--- config.mk ---
export PLATFORM = sky130hd
export DESIGN_NAME = trng_collector_flat
export DESIGN_NICKNAME = d
export VERILOG_FILES = /design/src/rtl/trng_pkg.sv /design/src/rtl/trng_collector_if.sv /design/src/rtl/trng_sync.sv /design/src/rtl/trng_collector.sv /design/src/flat_wrapper.sv
export SDC_FILE = /design/constraint.sdc
export NUM_CORES = 1
export LEC_CHECK = 0
export ABC_AREA = 1
export CAP_MARGIN = 0
export CORE_AREA = 5 5 58 99
export CTS_BUF_LIST = sky130_fd_sc_hd__clkbuf_16
export DETAILED_ROUTE_END_ITERATION = 7
export DIE_AREA = 0 0 63 104
export PLACE_DENSITY = 0.63
export RECOVER_POWER = 100
export SYNTH_ARGS = -nofsm -noshare
export SYNTH_HDL_FRONTEND = slang
export SYNTH_HIERARCHICAL = 1
export SYNTH_SLANG_ARGS = --single-unit
--- constraint.sdc ---
create_clock -name clk -period 3.8 [get_ports clk]
set_input_delay 0.76 -clock clk [delete_from_list [all_inputs] [get_ports clk]]
set_output_delay 0.76 -clock clk [all_outputs]
set_load 0.01 [all_outputs]
--- src/rtl/trng_pkg.sv ---
// trng_pkg
//   Shared definitions for the TRNG entropy collector: default parameter
//   values and the von Neumann pair-state encoding.
package trng_pkg;

  localparam int DEFAULT_WIDTH       = 8;
  localparam int DEFAULT_SYNC_STAGES = 2;
  localparam int DEFAULT_REP_LIMIT   = 32;
  localparam int REP_CNT_W           = 16;

  // Von Neumann pair state: first sample of a pair, if one is held.
  typedef enum logic [1:0] {
    PAIR_EMPTY = 2'd0,
    PAIR_HAVE0 = 2'd1,
    PAIR_HAVE1 = 2'd2
  } pair_e;

endpackage

--- src/rtl/trng_collector_if.sv ---
// trng_collector_if
//   Valid/ready word channel out of the entropy collector.
//   valid : data holds an unconsumed word (driven by master)
//   ready : consumer accepts the word when valid && ready (driven by slave)
//   data  : WIDTH-bit collected word (driven by master)
interface trng_collector_if #(
  parameter int WIDTH = trng_pkg::DEFAULT_WIDTH
);
  logic             valid;
  logic             ready;
  logic [WIDTH-1:0] data;

  modport master (output valid, output data, input ready);
  modport slave  (input valid, input data, output ready);
endinterface

--- src/rtl/trng_sync.sv ---
// trng_sync
//   STAGES-flop synchroniser for an asynchronous level, plus a rising-edge
//   detect on the synchronised level.
//   clk, rst_n : clock, async active-low reset
//   d          : asynchronous input
//   level      : synchronised level
//   rise       : one-cycle pulse on a rising edge of level
module trng_sync #(
  parameter int STAGES = 2
) (
  input  logic clk,
  input  logic rst_n,
  input  logic d,
  output logic level,
  output logic rise
);

  logic [STAGES-1:0] sync_q;
  logic              prev_q;

  always_ff @(posedge clk or negedge rst_n) begin
    if (!rst_n) begin
      sync_q <= '0;
      prev_q <= 1'b0;
    end else begin
      sync_q <= {sync_q[STAGES-2:0], d};
      prev_q <= sync_q[STAGES-1];
    end
  end

  assign level = sync_q[STAGES-1];
  assign rise  = level & ~prev_q;

endmodule

--- src/rtl/trng_collector.sv ---
// trng_collector
//   Ring-oscillator TRNG entropy collector: synchronises raw bit and strobe,
//   samples on strobe rising edges, runs a repetition-count health test,
//   optionally von Neumann debiases, packs WIDTH-bit words and hands them out
//   over a valid/ready channel.
//   clk, rst_n   : clock, async active-low reset
//   raw_in       : raw entropy bit (async)
//   strobe_in    : sampling strobe (async)
//   enable       : 1 = collect, 0 = idle and flush partial state
//   debias_en    : 1 = von Neumann debiasing
//   clear_err    : pulse clears health_fail, overrun and repetition count
//   out_if       : word channel (master side)
//   health_fail  : sticky repetition-count failure
//   overrun      : sticky, a completed word was dropped
//
// Pair FSM states:
//   state      | meaning
//   PAIR_EMPTY | no first sample held
//   PAIR_HAVE0 | first sample of pair was 0
//   PAIR_HAVE1 | first sample of pair was 1
module trng_collector
  import trng_pkg::*;
#(
  parameter int WIDTH       = DEFAULT_WIDTH,
  parameter int SYNC_STAGES = DEFAULT_SYNC_STAGES,
  parameter int REP_LIMIT   = DEFAULT_REP_LIMIT
) (
  input  logic               clk,
  input  logic               rst_n,
  input  logic               raw_in,
  input  logic               strobe_in,
  input  logic               enable,
  input  logic               debias_en,
  input  logic               clear_err,
  trng_collector_if.master   out_if,
  output logic               health_fail,
  output logic               overrun
);

  localparam int CW = $clog2(WIDTH);

  logic raw_s, raw_edge_unused, strobe_rise;

  trng_sync #(.STAGES(SYNC_STAGES)) u_sync_strobe (
    .clk(clk), .rst_n(rst_n), .d(strobe_in), .level(), .rise(strobe_rise)
  );

  // Same depth as the strobe path so raw and strobe stay aligned.
  trng_sync #(.STAGES(SYNC_STAGES)) u_sync_raw (
    .clk(clk), .rst_n(rst_n), .d(raw_in), .level(raw_s), .rise(raw_edge_unused)
  );

  logic raw_event, sample;
  assign raw_event = enable & strobe_rise;
  assign sample    = raw_event & ~health_fail;

  // Health test: rep_cnt == 0 marks "no previous sample".
  logic [REP_CNT_W-1:0] rep_cnt, rep_next;
  logic                 raw_last;

  always_comb begin
    if (rep_cnt == '0 || raw_s != raw_last)
      rep_next = REP_CNT_W'(1);
    else if (rep_cnt >= REP_CNT_W'(REP_LIMIT))
      rep_next = rep_cnt;
    else
      rep_next = rep_cnt + 1'b1;
  end

  always_ff @(posedge clk or negedge rst_n) begin
    if (!rst_n) begin
      rep_cnt     <= '0;
      raw_last    <= 1'b0;
      health_fail <= 1'b0;
    end else begin
      if (clear_err || !enable)
        rep_cnt <= '0;
      else if (raw_event) begin
        rep_cnt  <= rep_next;
        raw_last <= raw_s;
      end
      if (clear_err)
        health_fail <= 1'b0;
      else if (raw_event && rep_next >= REP_CNT_W'(REP_LIMIT))
        health_fail <= 1'b1;
    end
  end

  // Von Neumann pair FSM
  pair_e pair_q, pair_d;
  logic  pair_clr, acc_valid, acc_bit;

  // Pair state only lives while debiasing, so debias_en=0 also covers a toggle.
  assign pair_clr = ~enable | health_fail | ~debias_en;

  always_ff @(posedge clk or negedge rst_n) begin
    if (!rst_n) pair_q <= PAIR_EMPTY;
    else        pair_q <= pair_d;
  end

  always_comb begin
    pair_d = pair_q;
    if (pair_clr)
      pair_d = PAIR_EMPTY;
    else if (sample) begin
      case (pair_q)
        PAIR_EMPTY: pair_d = raw_s ? PAIR_HAVE1 : PAIR_HAVE0;
        default:    pair_d = PAIR_EMPTY;
      endcase
    end
  end

  always_comb begin
    acc_valid = 1'b0;
    acc_bit   = raw_s;
    if (sample) begin
      if (!debias_en)
        acc_valid = 1'b1;
      else begin
        case (pair_q)
          PAIR_HAVE1: begin acc_valid = ~raw_s; acc_bit = 1'b1; end
          PAIR_HAVE0: begin acc_valid = raw_s;  acc_bit = 1'b0; end
          default:    acc_valid = 1'b0;
        endcase
      end
    end
  end

  // Packer
  logic [WIDTH-2:0] shreg;
  logic [CW-1:0]    bit_cnt;
  logic [WIDTH-1:0] word;
  logic             word_done, accept, load;

  assign word      = {shreg, acc_bit};
  assign word_done = acc_valid && (bit_cnt == CW'(WIDTH-1));
  assign accept    = out_if.valid & out_if.ready;
  assign load      = word_done & (~out_if.valid | out_if.ready);

  always_ff @(posedge clk or negedge rst_n) begin
    if (!rst_n) begin
      shreg   <= '0;
      bit_cnt <= '0;
    end else if (!enable || health_fail) begin
      shreg   <= '0;
      bit_cnt <= '0;
    end else if (acc_valid) begin
      if (word_done) begin
        shreg   <= '0;
        bit_cnt <= '0;
      end else begin
        shreg   <= word[WIDTH-2:0];
        bit_cnt <= bit_cnt + 1'b1;
      end
    end
  end

  // Output register and handshake
  always_ff @(posedge clk or negedge rst_n) begin
    if (!rst_n) begin
      out_if.valid <= 1'b0;
      out_if.data  <= '0;
      overrun      <= 1'b0;
    end else begin
      if (load) begin
        out_if.valid <= 1'b1;
        out_if.data  <= word;
      end else if (accept)
        out_if.valid <= 1'b0;
      if (clear_err)
        overrun <= 1'b0;
      else if (word_done && !load)
        overrun <= 1'b1;
    end
  end

endmodule
--- src/flat_wrapper.sv ---
// flat-port wrapper written by rule: the top's interface ports become plain ports
module trng_collector_flat import trng_pkg::*;
#(
  parameter int WIDTH       = DEFAULT_WIDTH,
  parameter int SYNC_STAGES = DEFAULT_SYNC_STAGES,
  parameter int REP_LIMIT   = DEFAULT_REP_LIMIT
)
  (clk, rst_n, raw_in, strobe_in, enable, debias_en, clear_err, health_fail, overrun, out_if_valid, out_if_data, out_if_ready);
  trng_collector_if #(.WIDTH(WIDTH)) out_if_i ();
  input  logic clk;
  input  logic rst_n;
  input  logic raw_in;
  input  logic strobe_in;
  input  logic enable;
  input  logic debias_en;
  input  logic clear_err;
  output logic health_fail;
  output logic overrun;
  output wire logic [$bits(out_if_i.valid)-1:0] out_if_valid;
  output wire logic [$bits(out_if_i.data)-1:0] out_if_data;
  input wire logic [$bits(out_if_i.ready)-1:0] out_if_ready;
  assign out_if_valid = out_if_i.valid;
  assign out_if_data = out_if_i.data;
  assign out_if_i.ready = out_if_ready;
  trng_collector #(.WIDTH(WIDTH), .SYNC_STAGES(SYNC_STAGES), .REP_LIMIT(REP_LIMIT)) u_core (.clk(clk), .rst_n(rst_n), .raw_in(raw_in), .strobe_in(strobe_in), .enable(enable), .debias_en(debias_en), .clear_err(clear_err), .out_if(out_if_i), .health_fail(health_fail), .overrun(overrun));
endmodule
==> results of run 1 <==
==> metrics by stage <==
stage	instance area (um^2)	power, mW	setup slack, ps	std cells
3_5_place_dp	2303	0.5507	1294	280
3_3_place_gp	2303	0.5498	1341	280
5_1_grt	2416	1.076	758.5	288
2_1_floorplan	2082	0.5260	2108	211
4_1_cts	2476	1.055	1578	288
6_report	2416	1.038	1326	288
==> routing by layer <==
layer  wire length [um]  GRT usage  up-vias
met1               1628     0.1515      715
met3                123    0.03351        2
met5                  0          0        -
met2               2214     0.2357       23
li1                   -          -      739
met4                 36    0.05008        0
==> final timing paths <==
path | endpoint | slack (ps) | cells past startpoint | from
worst max-delay path | u_core/overrun | 1330 | 1 | rst_n
worst min-delay path | u_core/u_sync_raw/sync_q[1] | 350 | 0 | u_core/u_sync_raw/sync_q[0]
worst max register to register | u_core/out_if.data[3] | 2000 | 8 | u_core/pair_q[0]
worst min register to register | u_core/u_sync_raw/sync_q[1] | 350 | 0 | u_core/u_sync_raw/sync_q[0]
max in group clk | u_core/rep_cnt[5] | 1390 | 8 | enable
min in group asynchronous | u_core/out_if.data[0] | 1170 | 1 | rst_n
==> final cells by class <==
| cell class | count | area (um^2) | share of cell area |
|---|---|---|---|
| clock buffers | 5 | 125.1 | 0.05179 |
| well taps | 54 | 67.56 | 0.02796 |
| repair buffers | 18 | 173.9 | 0.07198 |
| flip-flops and latches | 45 | 1126 | 0.4661 |
| clock inverters | 3 | 47.55 | 0.01968 |
| multi-input cells | 132 | 757.0 | 0.3133 |
| inverters | 31 | 118.9 | 0.04920 |
==> power by group through the flow <==
stage | clock (mW) | combinational (mW) | sequential, mW
after floorplan | 0 | 0.0277 | 0.498
after global placement | 0 | 0.0507 | 0.499
after detailed placement | 0 | 0.0516 | 0.499
after CTS | 0.513 | 0.0519 | 0.490
after global routing | 0.531 | 0.0540 | 0.491
final | 0.500 | 0.0475 | 0.490
==> state kept, by name (all words and copies together), names as in the netlist <==
register                     flops
u_core/bit_cnt                   3
u_core/health_fail               1
u_core/out_if.data               8
u_core/out_if.valid              1
u_core/overrun                   1
u_core/pair_q                    2
u_core/raw_last                  1
u_core/rep_cnt                  16
u_core/shreg                     7
u_core/u_sync_raw/sync_q         2
u_core/u_sync_strobe/prev_q      1
u_core/u_sync_strobe/sync_q      2
==> flow_metrics.env, run 1 <==
export IMPL_max_slew_worst_pin_slew_ps=2302
export IMPL_p_clk_frac=0.482
export IMPL_post_drt_wl_per_cell_um=13.90
export IMPL_finalWeightedCongestion=0.7929
export IMPL_cts_tree="done"
export IMPL_fmax_mhz=404.2
export IMPL_arrival_ps=2390
export IMPL_track_usage=0.1338
export IMPL_die_y_um=104
export IMPL_coreArea_mm2=0.004892
export IMPL_post_route_period_util=0.6511
export IMPL_cp_num_buf_inv=1
export IMPL_vias=1479
export IMPL_clk_latency_ps=280
export IMPL_cts_setup_buffers=0
export IMPL_p_leak_nw=1.236
export IMPL_grt_pass1_wl_um=7134
export IMPL_setup_tns_ps=0
export IMPL_p_int_uw=814.5
export IMPL_clk_pin_slew_worst_paths_ps=60
export IMPL_cts_buffers=5
export IMPL_dr_pass1_iters=4
export IMPL_drt_iter0_markers=28
export IMPL_io_pins=19
export IMPL_cp_cell_sequence="clkbuf_1"
export IMPL_postSynthCellCount=211
export IMPL_cp_required_ps=3720
export IMPL_postRouteAntennaNets=0
export IMPL_setup_viol=0
export IMPL_status="complete, but fails checks"
export IMPL_antenna_found_initial=0
export IMPL_dieWidth_um=63
export IMPL_syn_to_final_growth_pct=16.05
export IMPL_grt_start_max_net_pins=46
export IMPL_holdBufCountCts=0
export IMPL_cts_sinks=45
export IMPL_finish_utilization=0.4939
export IMPL_synthesis_area_mm2=0.002082
export IMPL_final_common_cell="dfrtp_1"
export IMPL_dp_hpwl_um=2909
export IMPL_switchingPower_uw=223.6
export IMPL_drc=0
export IMPL_yosysWarnings=6
export IMPL_start_util=0.4256
export IMPL_mostFrequentLayoutCells="45 x dfrtp_1, 38 x nand2_1, 28 x inv_1"
export IMPL_grt_overflow=0
export IMPL_crit_family="buffers and inverters"
export IMPL_drt_total_wl_um=4002
export IMPL_drive_above_1_share=0.07265
export IMPL_seqPwrFrac=0.472
export IMPL_grt_pass1_vias=1589
export IMPL_max_cap_viol_count=1
export IMPL_vias_per_cell=5.135
export IMPL_startpoint_type="primary input"
export IMPL_relSlewSlack=-0.5349
export IMPL_n_fill_cell=470
export IMPL_synth_fp_nets=226
export IMPL_rsz0062_at_grt="false"
export IMPL_port_buffers=18
export IMPL_p_per_area_mw_per_mm2=429.7
export IMPL_die_area_mm2=0.006552
export IMPL_fin_worst_skew_ps=6.626
export IMPL_fin_crit_ps=2474
export IMPL_critPathSlowestCell="clkbuf_1"
export IMPL_hold_slack_ps=352.2
export IMPL_ir_drop_uv=414.4
export IMPL_end_kind="async pin"
export IMPL_slew_violations=46
export IMPL_diodes=0
export IMPL_cts_resized_gates=0
export IMPL_worstPathMaxFanout=45
export IMPL_rows=34
export IMPL_combPwrFrac=0.046
export IMPL_hold_violations=0
export IMPL_hold_class="flip-flop to flip-flop"
export IMPL_cts_path_max_buffers=2
export IMPL_cts_root_buf="clkbuf_16"
export IMPL_critPathKind="primary input to async pin"
export IMPL_finish_net_count=248
export IMPL_slowest_delay_ps=1610
export IMPL_p_sw_frac=0.2154
export IMPL_htreeDepth=2
export IMPL_avgSynthCellArea_um2=9.867
export IMPL_violations="capacitance limit, slew limit"
(Power assumes the default switching activity.)
==> inputs of run 2 (changes only) <==
- PLACE_DENSITY: 0.63 -> 0.65
- clock period: 3.8 -> 2.1 ns (I/O delays scaled with it)
==> run 2 against run 1 <==
The flow now finishes without violations. Hold slack worse by 3.1 ps. Sequential power up 81%. Flip-flop and latch count unchanged. Largest cell class unchanged.
==> flow_metrics.env, run 2 (synthesis gave the netlist of run 1 again) <==
export IMPL_regToRegSetupSlack_ps=370
export IMPL_dp_cells=284
export IMPL_cp_required_ps=2260
export IMPL_vias_per_cell=5.182
export IMPL_multi_input_area_um2=772.0
export IMPL_finalWeightedCongestion=0.8172
export IMPL_slowest_delay_ps=400
export IMPL_max_cap_viol_count=0
export IMPL_drive_above_1_share=0.09244
export IMPL_critPathSlowestCell="dfrtp_1"
export IMPL_critPathKind="flip-flop to flip-flop"
export IMPL_drc=0
export IMPL_holdBufCountCts=0
export IMPL_hold_violations=0
export IMPL_port_buffers=18
export IMPL_largest_reg_flops=16
export IMPL_place_area_mm2=0.002333
export IMPL_cts_buffers=5
export IMPL_antenna_found_initial=0
export IMPL_path_common_cell="nand2_1"
export IMPL_track_usage=0.1308
export IMPL_finish_net_count=252
export IMPL_clk_pin_slew_worst_paths_ps=60
export IMPL_post_route_period_util=0.8230
export IMPL_p_leak_nw=1.241
export IMPL_vias=1513
export IMPL_coreArea_mm2=0.004892
export IMPL_slew_violations=0
export IMPL_ir_drop_uv=434.5
export IMPL_pre_cts_slack_ps=187.8
export IMPL_die_area_mm2=0.006552
export IMPL_grt_pass1_wl_um=6934
export IMPL_cts_resized_gates=0
export IMPL_n_fill_cell=468
export IMPL_fin_crit_ps=1728
export IMPL_setup_viol=0
export IMPL_setup_tns_ps=0
export IMPL_post_drt_wl_per_cell_um=13.33
export IMPL_fmax_mhz=578.6
export IMPL_top_regs="u_core/rep_cnt: 16 flops, u_core/out_if.data: 8 flops, u_core/shreg: 7 flops"
export IMPL_max_slew_worst_pin_slew_ps=1067
export IMPL_fin_ws_ps=371.7
export IMPL_cts_root_buf="clkbuf_16"
export IMPL_die_y_um=104
export IMPL_drt_iter0_markers=58
export IMPL_finish_utilization=0.5008
export IMPL_postRouteAntennaNets=0
export IMPL_final_cells=292
export IMPL_r2r_start="u_core/rep_cnt[0]"
export IMPL_cp_cell_sequence="inv_1, ha_1, nand3_1, nor2_1, nand2_1, nand2_1, inv_4, nand2_1, a21oi_1, o21bai_1"
export IMPL_cts_path_max_buffers=2
export IMPL_relSlewSlack=0.2886
export IMPL_grt_start_max_net_pins=46
export IMPL_hold_class="flip-flop to flip-flop"
export IMPL_io_pins=19
export IMPL_reg2reg_depth=10
export IMPL_status="finished, final reports clean"
export IMPL_fin_worst_skew_ps=3.782
export IMPL_reg2reg_to="u_core/rep_cnt[5]"
export IMPL_hold_path_depth=0
export IMPL_rows=34
export IMPL_dieWidth_um=63
export IMPL_end_kind="flip-flop"
export IMPL_worstHoldStart="u_core/u_sync_raw/sync_q[0]"
export IMPL_seqCellArea_mm2=0.001126
export IMPL_p_per_area_mw_per_mm2=753.2
export IMPL_dr_pass1_iters=4
export IMPL_grt_pass1_vias=1572
export IMPL_rsz0062_at_grt="false"
export IMPL_final_area_mm2=0.002450
export IMPL_crit_start="u_core/rep_cnt[0]"
export IMPL_clk_latency_ps=280
export IMPL_final_common_cell="dfrtp_1"
export IMPL_start_util=0.4256
export IMPL_worstPathMaxFanout=10
export IMPL_startpoint_type="flip-flop"
export IMPL_diodes=0
export IMPL_top_register="u_core/rep_cnt"
export IMPL_cts_tree="done"
export IMPL_cts_setup_buffers=0
export IMPL_drt_total_wl_um=3892
export IMPL_mostFrequentLayoutCells="45 x dfrtp_1, 38 x nand2_1, 29 x inv_1"
export IMPL_arrival_ps=1890
export IMPL_cts_sinks=45
export IMPL_hold_path_endpoint="u_core/u_sync_raw/sync_q[1]"
export IMPL_dp_hpwl_um=2808
export IMPL_htreeDepth=2
export IMPL_grt_overflow=0
export IMPL_syn_to_final_growth_pct=17.67
run 2: final cells by class:
| cell class | instances | area share |
|---|---|---|
| clock buffers | 5 | 0.05107 |
| flip-flops and latches | 45 | 0.4597 |
| inverters | 31 | 0.04852 |
| multi-input cells | 132 | 0.3151 |
| repair buffers | 22 | 0.08274 |
| clock inverters | 3 | 0.01532 |
| well taps | 54 | 0.02758 |
run 2: stage by stage:
step | hold slack, ps | power, mW
3_3_place_gp | 336.6 | 0.9996
2_1_floorplan | 124.4 | 0.9519
3_5_place_dp | 340.2 | 1.001
5_1_grt | 368.9 | 1.913
4_1_cts | 234.4 | 1.878
6_report | 349.1 | 1.845
run 2: power breakdown:
group	total (mW)	internal [mW]	switching, mW
clock	0.867	0.553	0.314
combinational	0.0911	0.0304	0.0607
sequential	0.887	0.879	0.00756
total	1.85	1.46	0.383
run 2: metal layers:
metal  global-route usage  part of all wire  up-vias
met5                    0                 0        -
met4              0.07436             0.030        0
met3              0.02919             0.029       13
met2               0.2137              0.50       30
met1               0.1547              0.44      719
li1                     -                 -      751
run 2: worst max-delay path, delay by kind of cell, from the launching register on:
kind                       cells  cell delay [ps]
and+or+nand+nor                5              660
DFF                            1              400
AOI/OAI and AO/OA              2              230
buffers and inverters          2              180
adders and majority gates      1              150
run 2: worst max-delay path by stage:
stage / end / slack (ps) / depth (start not counted)
2_1_floorplan: u_core/out_if.data[1] / 700 / 10
3_3_place_gp: u_core/out_if.data[0] / 240 / 8
3_5_place_dp: u_core/out_if.data[0] / 190 / 8
4_1_cts: health_fail / 430 / 1
5_1_grt: u_core/rep_cnt[5] / 200 / 10
6_report: u_core/rep_cnt[5] / 370 / 10
==> inputs of run 3 (changes only) <==
- PLACE_DENSITY: 0.65 -> 0.63
- clock period: 2.1 -> 1.7 ns (I/O delays scaled with it)
==> run 3 against run 2 <==
Flip-flop and latch count is the same. Sequential share of layout area shrank 0.44 points. Final cell count grew 1.4%. Utilization grew 0.49 points. Non-clock buffer count grew 5. Die area is the same. Setup slack lost 280 ps. Combinational power grew 36%. Clock skew grew 3.4 ps. Critical path depth shrank 9. Highest routed layer unchanged.
==> flow_metrics.env, run 3 (synthesis gave the netlist of run 1 again) <==
export IMPL_p_leak_nw=1.254
export IMPL_worstPathMaxFanout=3
export IMPL_n_fill_cell=457
export IMPL_post_drt_wl_per_cell_um=13.75
export IMPL_coreArea_mm2=0.004892
export IMPL_end_kind="output port"
export IMPL_p_per_area_mw_per_mm2=854.3
export IMPL_post_route_period_util=0.9484
export IMPL_vias_per_cell=5.071
export IMPL_diodes=0
export IMPL_fmax_mhz=620.3
export IMPL_startpoint_type="flip-flop"
export IMPL_multi_input_area_um2=788.3
export IMPL_die_y_um=104
export IMPL_finish_net_count=257
export IMPL_dieWidth_um=63
export IMPL_cts_root_buf="clkbuf_16"
export IMPL_cts_tree="done"
export IMPL_critPathSlowestCell="clkdlybuf4s50_1"
export IMPL_slew_violations=0
export IMPL_drc=0
export IMPL_rows=34
export IMPL_cts_setup_buffers=0
export IMPL_fin_crit_ps=1612
export IMPL_mostFrequentLayoutCells="45 x dfrtp_1, 36 x nand2_1, 28 x inv_1"
export IMPL_dr_pass1_iters=4
export IMPL_setup_tns_ps=0
export IMPL_critPathKind="flip-flop to output port"
export IMPL_cp_cell_sequence="clkdlybuf4s50_1"
export IMPL_cts_path_max_buffers=2
export IMPL_die_area_mm2=0.006552
export IMPL_start_util=0.4256
export IMPL_postRouteAntennaNets=0
export IMPL_clk_latency_ps=280
export IMPL_drt_total_wl_um=4069
export IMPL_top_register="u_core/rep_cnt"
export IMPL_cts_resized_gates=0
export IMPL_status="finished, final reports clean"
export IMPL_grt_start_max_net_pins=46
export IMPL_grt_pass1_wl_um=7107
export IMPL_seqCellArea_mm2=0.001126
export IMPL_dp_cells=289
export IMPL_holdBufCountCts=0
export IMPL_cts_sinks=45
export IMPL_htreeDepth=2
export IMPL_vias=1501
export IMPL_slowest_delay_ps=570
export IMPL_setup_viol=0
export IMPL_ir_drop_uv=758.1
export IMPL_hold_violations=0
export IMPL_grt_pass1_vias=1603
export IMPL_crit_family="buffers and inverters"
export IMPL_drt_iter0_markers=52
export IMPL_drive_above_1_share=0.1240
export IMPL_final_common_cell="dfrtp_1"
export IMPL_fin_worst_skew_ps=7.188
export IMPL_rsz0062_at_grt="false"
export IMPL_cts_buffers=5
export IMPL_track_usage=0.1339
export IMPL_cp_num_buf_inv=1
export IMPL_final_cells=296
export IMPL_clk_pin_slew_worst_paths_ps=60
export IMPL_top_regs="u_core/rep_cnt: 16 flops, u_core/out_if.data: 8 flops, u_core/shreg: 7 flops"
export IMPL_hold_class="primary input to async pin"
export IMPL_syn_to_final_growth_pct=18.81
export IMPL_cp_required_ps=1360
export IMPL_antenna_found_initial=0
export IMPL_largest_reg_flops=16
export IMPL_dp_hpwl_um=2969
export IMPL_port_buffers=18
export IMPL_relSlewSlack=0.2521
export IMPL_grt_overflow=0
export IMPL_io_pins=19
export IMPL_regToRegSetupSlack_ps=160
export IMPL_arrival_ps=1270
export IMPL_finalWeightedCongestion=0.8342
export IMPL_max_cap_viol_count=0
export IMPL_max_slew_worst_pin_slew_ps=1122
==> run 3: layer usage <==
metal	vias to the layer above	share of wire	track usage
met5	-	0	0
met4	0	0.018	0.05615
met3	6	0.030	0.03135
met2	23	0.52	0.2276
met1	714	0.43	0.1577
li1	758	-	-
==> run 3: stage by stage <==
step           total power [mW]  hold slack [ps]  worst slack, ps  utilization  instance area [um^2]
2_1_floorplan             1.176            44.41            303.7            -                  2082
3_3_place_gp              1.245            332.8           -53.98       0.4847                  2371
3_5_place_dp              1.245            335.8           -104.7       0.4847                  2371
4_1_cts                   2.151            156.4            115.8       0.5125                  2507
5_1_grt                   2.207            354.6            16.12       0.5056                  2474
6_report                  2.113            345.7            87.78       0.5056                  2474
==> run 3: layout make-up <==
class                      count  area share
sequential                    45      0.4552
timing repair buffer          27     0.09560
tap                           54     0.02731
clock inverter                 2    0.004552
clock buffer                   5     0.05058
inverter                      31     0.04805
multi-input combinational    132      0.3187
==> run 3: final timing paths <==
check,startpoint,end,cells after the start
setup reg to reg,u_core/rep_cnt[0],u_core/health_fail,11
hold / removal,rst_n,u_core/rep_cnt[0],2
min in group clk,u_core/u_sync_raw/sync_q[0],u_core/u_sync_raw/sync_q[1],0
max in group asynchronous,rst_n,u_core/rep_cnt[6],2
hold reg to reg,u_core/u_sync_raw/sync_q[0],u_core/u_sync_raw/sync_q[1],0
setup / recovery,u_core/health_fail,health_fail,1
==> run 3: power by group <==
group	internal [mW]	leakage, nW	total, mW	switching [mW]
logic	0.0444	0.576	0.124	0.0794
registers	1.09	0.615	1.10	0.00981
clock network	0.530	0.0633	0.893	0.363
total	1.66	1.25	2.11	0.452
